`config.mk`:
```
export PLATFORM = sky130hd
export DESIGN_NAME = freq_meter_autorange
export DESIGN_NICKNAME = d
export VERILOG_FILES = /design/src/rtl/freq_meter_autorange.sv
export SDC_FILE = /design/constraint.sdc
export NUM_CORES = 1
export LEC_CHECK = 0
export ABC_AREA = 1
export CORE_MARGIN = 3
export CORE_UTILIZATION = 55
export DETAILED_ROUTE_END_ITERATION = 8
export MAX_ROUTING_LAYER = met4
export PLACE_DENSITY = 0.87
export SLEW_MARGIN = 15
export SYNTH_ARGS = -nofsm -noshare
export SYNTH_HDL_FRONTEND = slang
export SYNTH_SLANG_ARGS = --single-unit
```
`constraint.sdc`:
```
create_clock -name clk -period 2.1 [get_ports clk]
set_clock_uncertainty 0.15 [all_clocks]
set_input_delay 0.315 -clock clk [delete_from_list [all_inputs] [get_ports clk]]
set_output_delay 0.315 -clock clk [all_outputs]
set_load 0.02 [all_outputs]
```
`src/rtl/freq_meter_autorange.sv`:
```
// Gated edge-counting frequency meter with decade auto-ranging on a single clock.
// Optional manual range selection is enabled by defining FREQM_MANUAL_RANGE_EN.
module freq_meter_autorange #(
  parameter int CNT_W      = 16,
  parameter int CLK_PER_MS = 50000,
  parameter int NUM_RANGES = 4,
  parameter int LOW_THRESH = 4096,
  localparam int RANGE_W   = (NUM_RANGES > 1) ? $clog2(NUM_RANGES) : 1
) (
  input  logic               clk,
  input  logic               rst_n,
  input  logic               en,
  input  logic               sig,
`ifdef FREQM_MANUAL_RANGE_EN
  input  logic               auto_n,
  input  logic [RANGE_W-1:0] range_sel,
`endif
  output logic [CNT_W-1:0]   freq_count,
  output logic [RANGE_W-1:0] range,
  output logic               ovf,
  output logic               valid,
  output logic               busy
);

  function automatic int pow10(input int e);
    int p;
    p = 1;
    for (int i = 0; i < e; i++) p = p * 10;
    return p;
  endfunction

  localparam int PRE_W  = $clog2(CLK_PER_MS);
  localparam int GATE_W = $clog2(pow10(NUM_RANGES - 1) + 1);
  localparam logic [PRE_W-1:0]   PRE_LAST = PRE_W'(CLK_PER_MS - 1);
  localparam logic [RANGE_W-1:0] R_MAX    = RANGE_W'(NUM_RANGES - 1);

  // Gate length in ms ticks for a range, built as a constant lookup (no multiplier).
  function automatic logic [GATE_W-1:0] dec_len(input logic [RANGE_W-1:0] r);
    logic [GATE_W-1:0] v;
    int p;
    v = '0;
    p = 1;
    for (int i = 0; i < NUM_RANGES; i++) begin
      if (r == RANGE_W'(i)) v = GATE_W'(p);
      p = p * 10;
    end
    return v;
  endfunction

  typedef enum logic [1:0] {IDLE, GATE, EVAL} state_t;

  state_t             state;
  logic               sync1, sync2, hist;
  logic [RANGE_W-1:0] r_int;
  logic [CNT_W-1:0]   cnt;
  logic               ovf_int;
  logic [PRE_W-1:0]   pre;
  logic [GATE_W-1:0]  gcnt;

  logic               sig_rise, step_up, step_down, gate_done;
  logic [RANGE_W-1:0] next_range, entry_range;

  assign sig_rise  = sync2 & ~hist;
  assign gate_done = (pre == PRE_LAST) && (gcnt == dec_len(r_int) - GATE_W'(1));

  always_comb begin
    step_down = ovf_int && (r_int != '0);
    step_up   = !ovf_int && (cnt < CNT_W'(LOW_THRESH)) && (r_int < R_MAX);
`ifdef FREQM_MANUAL_RANGE_EN
    if (auto_n) begin
      step_down = 1'b0;
      step_up   = 1'b0;
    end
`endif
    if (state == EVAL && step_down)    next_range = r_int - 1'b1;
    else if (state == EVAL && step_up) next_range = r_int + 1'b1;
    else                               next_range = r_int;
    entry_range = next_range;
`ifdef FREQM_MANUAL_RANGE_EN
    if (auto_n) entry_range = (range_sel > R_MAX) ? R_MAX : range_sel;
`endif
  end

  always_ff @(posedge clk) begin
    if (!rst_n) begin
      state      <= IDLE;
      sync1      <= 1'b0;
      sync2      <= 1'b0;
      hist       <= 1'b0;
      r_int      <= '0;
      cnt        <= '0;
      ovf_int    <= 1'b0;
      pre        <= '0;
      gcnt       <= '0;
      freq_count <= '0;
      range      <= '0;
      ovf        <= 1'b0;
      valid      <= 1'b0;
      busy       <= 1'b0;
    end else begin
      sync1 <= sig;
      sync2 <= sync1;
      hist  <= sync2;
      valid <= 1'b0;
      if (!en) begin
        // Abort: partial gate is dropped, published results and r_int hold.
        state <= IDLE;
        busy  <= 1'b0;
      end else begin
        case (state)
          IDLE, EVAL: begin
            if (state == EVAL && !step_down && !step_up) begin
              freq_count <= cnt;
              range      <= r_int;
              ovf        <= ovf_int;
              valid      <= 1'b1;
            end
            state   <= GATE;
            busy    <= 1'b1;
            r_int   <= entry_range;
            cnt     <= '0;
            ovf_int <= 1'b0;
            pre     <= '0;
            gcnt    <= '0;
          end
          GATE: begin
            if (sig_rise) begin
              if (&cnt) ovf_int <= 1'b1;
              else      cnt     <= cnt + 1'b1;
            end
            if (pre == PRE_LAST) begin
              pre  <= '0;
              gcnt <= gcnt + 1'b1;
            end else begin
              pre <= pre + 1'b1;
            end
            if (gate_done) begin
              state <= EVAL;
              busy  <= 1'b0;
            end
          end
          default: begin
            state <= IDLE;
            busy  <= 1'b0;
          end
        endcase
      end
    end
  end

endmodule

```
==> reports/results.txt <==
outcome = complete, no violations
largest net degree at the start of global routing = 30
share of cells above drive strength 1 = 8.59%
Worst-Skew Late Latency = 0.34 ns
initial antenna violation count = 0
Area Overhead vs Synth = 16.2%
CTS buffer count = 9
Final #Nets = 647
post-DP HPWL = 6770 um
Async SR Flop Fraction = 0%
Worst-Margin Slew = 0.334 ns
Final Cycle Share = 91.3%
Vias per Instance = 5.40
Fin. Hold Viols = 0
total track usage = 26.2%
Final TNS setup = 0 ns
vias = 3870
CTS tree = yes
area leader, netlist = dfxtp_1
Die H = 89.3 um
number of port buffers = 24
wire length per cell = 13.0 um
Hold Path Class = reg2reg
crit path capture type = register
DR WL met2 = 4280 um
Buf/Inv on CP = 2
# diodes = 0
syn_nets = 610
largest cells by area after synthesis = dfxtp_1, nand2_1, nor2_1, nand3_1, inv_1
die area = 0.00798 mm2
worst endpoint required time = 2.19 ns
wire length on met3 = 595 um
Psw = 0.660 mW
cells along the critical path = ha_1, nand2_1, nor2_4, nand2_2, o21ai_2, nand2_1, buf_4, nand2_8, inv_2, nor2_1, nor2_1
Mapped Cells = 599
Avg Inst Size Synth = 6.38 um2
die width = 89.3 um
synthesized area = 0.00382 mm2
Worst path slowest cell = dfxtp_1
Finished Layout Cells = 717
Setup CP Type = reg2reg
Distinct cells, synth = 36
slew margin rel. = 77.7%
RSZ-0062 raised after global routing = no
Iter 0 DRT Violations = 275
Worst EP arrival = 2.00 ns
Core Area = 0.00653 mm2
CP Max Fanout = 20
crit-path leading delay family = simple AND/OR/NAND/NOR gates
Clk pwr share = 40.6%
pins over their slew limit = 0
Synth top cells by count = nand2_1, nor2_1, dfxtp_1
CTS H-tree lvls = 3
Ports = 25
Rows = 29
final WL = 9290 um
Worst-path clk slew = 0.08 ns
VDD IR max = 364 uV
Startpoint Class = register
setup bufs post-CTS = 0
synthesized flop and latch total = 71
minimum clock period = 1.92 ns
vias in the first global route = 3490
first-pass GRT wire length = 15900 um
Placed Cells = 702
max layer used = met4
RD Place Congestion = 0.933
share of the synthesized area in the top cell type = 37.2%
gr ovfl total = 0
hold slack final = 0.265 ns
Comb pwr share = 7.5%
number of flops mapped to enable cells by yosys = 0
Worst path max stage delay = 0.38 ns
sequential share of the synthesized area = 37.2%
CTS root buffer = clkbuf_8
first-pass detailed-route iteration total = 5
Final ANT Viol Nets = 0
YS warnings = 0
Max-Cap Viols = 0
clk buf depth = 2
fmax = 522 MHz
share of power burned in registers = 51.9%
P_leak = 1.70 nW
CTS Sinks = 71
Net Sw Frac = 24.7%
Final setup viols = 0
M1 WL = 4260 um
Main synth FF type = dfxtp_1
hold buffer count at CTS = 0
P_int = 2.01 mW
Starting Density = 58.5%
residual DRC count = 0
top-count cell post-synth = nand2_1
Cell Pwr Density = 601 mW/mm2
[cell usage in the layout, fill, tap and decap left out, drive strengths merged]
cell,n
ha,7
nand3b,1
or2,2
clkbuf,10
xor2,5
o21ai,38
nand2,146
o21a,1
nor4,1
nand4,16
inv,56
buf,23
clkinv,3
clkdlybuf4s50,24
a31oi,1
xnor2,1
o21bai,5
bufinv,1
o31ai,1
nor3,8
a211oi,1
clkinvlp,2
nor2,137
nand3,45
a21oi,31
dfxtp,71
nor3b,3
[stage by stage]
stage	setup slack (ns)	util, %	area, um2	power [mW]
6_report	0.182	68.0	4440	2.67
5_1_grt	0.0137	68.0	4440	2.77
4_1_cts	0.158	67.9	4440	2.69
3_5_place_dp	0.163	64.9	4240	1.61
3_3_place_gp	0.209	64.9	4240	1.61
2_1_floorplan	0.348	-	3820	1.54
[worst min-delay path: stages (launching register included)]
cell and delay (ns):
dfxtp_1 0.31, nand2_1 0.04, inv_1 0.04
[final cells by class]
type | instances | area, um2
Tap cell | 77 | 96.3
Sequential cell | 71 | 1420
Clock buffer | 10 | 138
Inverter | 57 | 214
Multi-Input combinational cell | 450 | 2080
Timing Repair Buffer | 47 | 425
Clock inverter | 5 | 58.8
Fill cell | 529 | 2090
[routing by layer]
metal / global-route usage, % / vias to the layer above
met5: - / -
met4: 9.61 / 0
met3: 4.98 / 14
met2: 41.2 / 141
met1: 33.5 / 1731
li1: - / 1984
[worst paths after layout]
kind              startpoint  endpoint  slack [ns]  cells past startpoint
hold reg to reg        sync1     sync2        0.26                      2
hold / removal         sync1     sync2        0.26                      2
setup / recovery      cnt[1]    cnt[0]        0.18                     11
setup reg to reg      cnt[1]    cnt[0]        0.18                     11
[sequential cells by signal (all words and copies together) (netlist names), 2 cells and up]
name,cells
pre,16
range,2
freq_count,16
state,2
r_int,2
cnt,16
gcnt,10
[power by group through the flow]
stage / Combinational [mW] / Sequential [mW] / Clock [mW]
finish: 0.201 / 1.38 / 1.08
global route: 0.222 / 1.39 / 1.16
CTS: 0.198 / 1.38 / 1.11
detailed placement: 0.197 / 1.41 / 0
global placement: 0.193 / 1.41 / 0
floorplan: 0.134 / 1.41 / 0
[repair_timing]
| item | in CTS | in global routing |
|---|---|---|
| setup endpoints to repair | 0 | 8 |
| endpoints found under the hold margin | 0 | 0 |
| gates resized for setup | 0 | 1 |
[cells by family after synthesis]
kind of cell / count (synthesis) / synth area share (%)
adders and majority gates: 7 / 2.29
and+or+nand+nor: 359 / 39.6
xor gates and xnor gates: 6 / 1.38
buffers and inverters: 78 / 8.25
AOI/OAI and AO/OA: 78 / 11.3
DFF: 71 / 37.2
(Power assumes the default switching activity.)
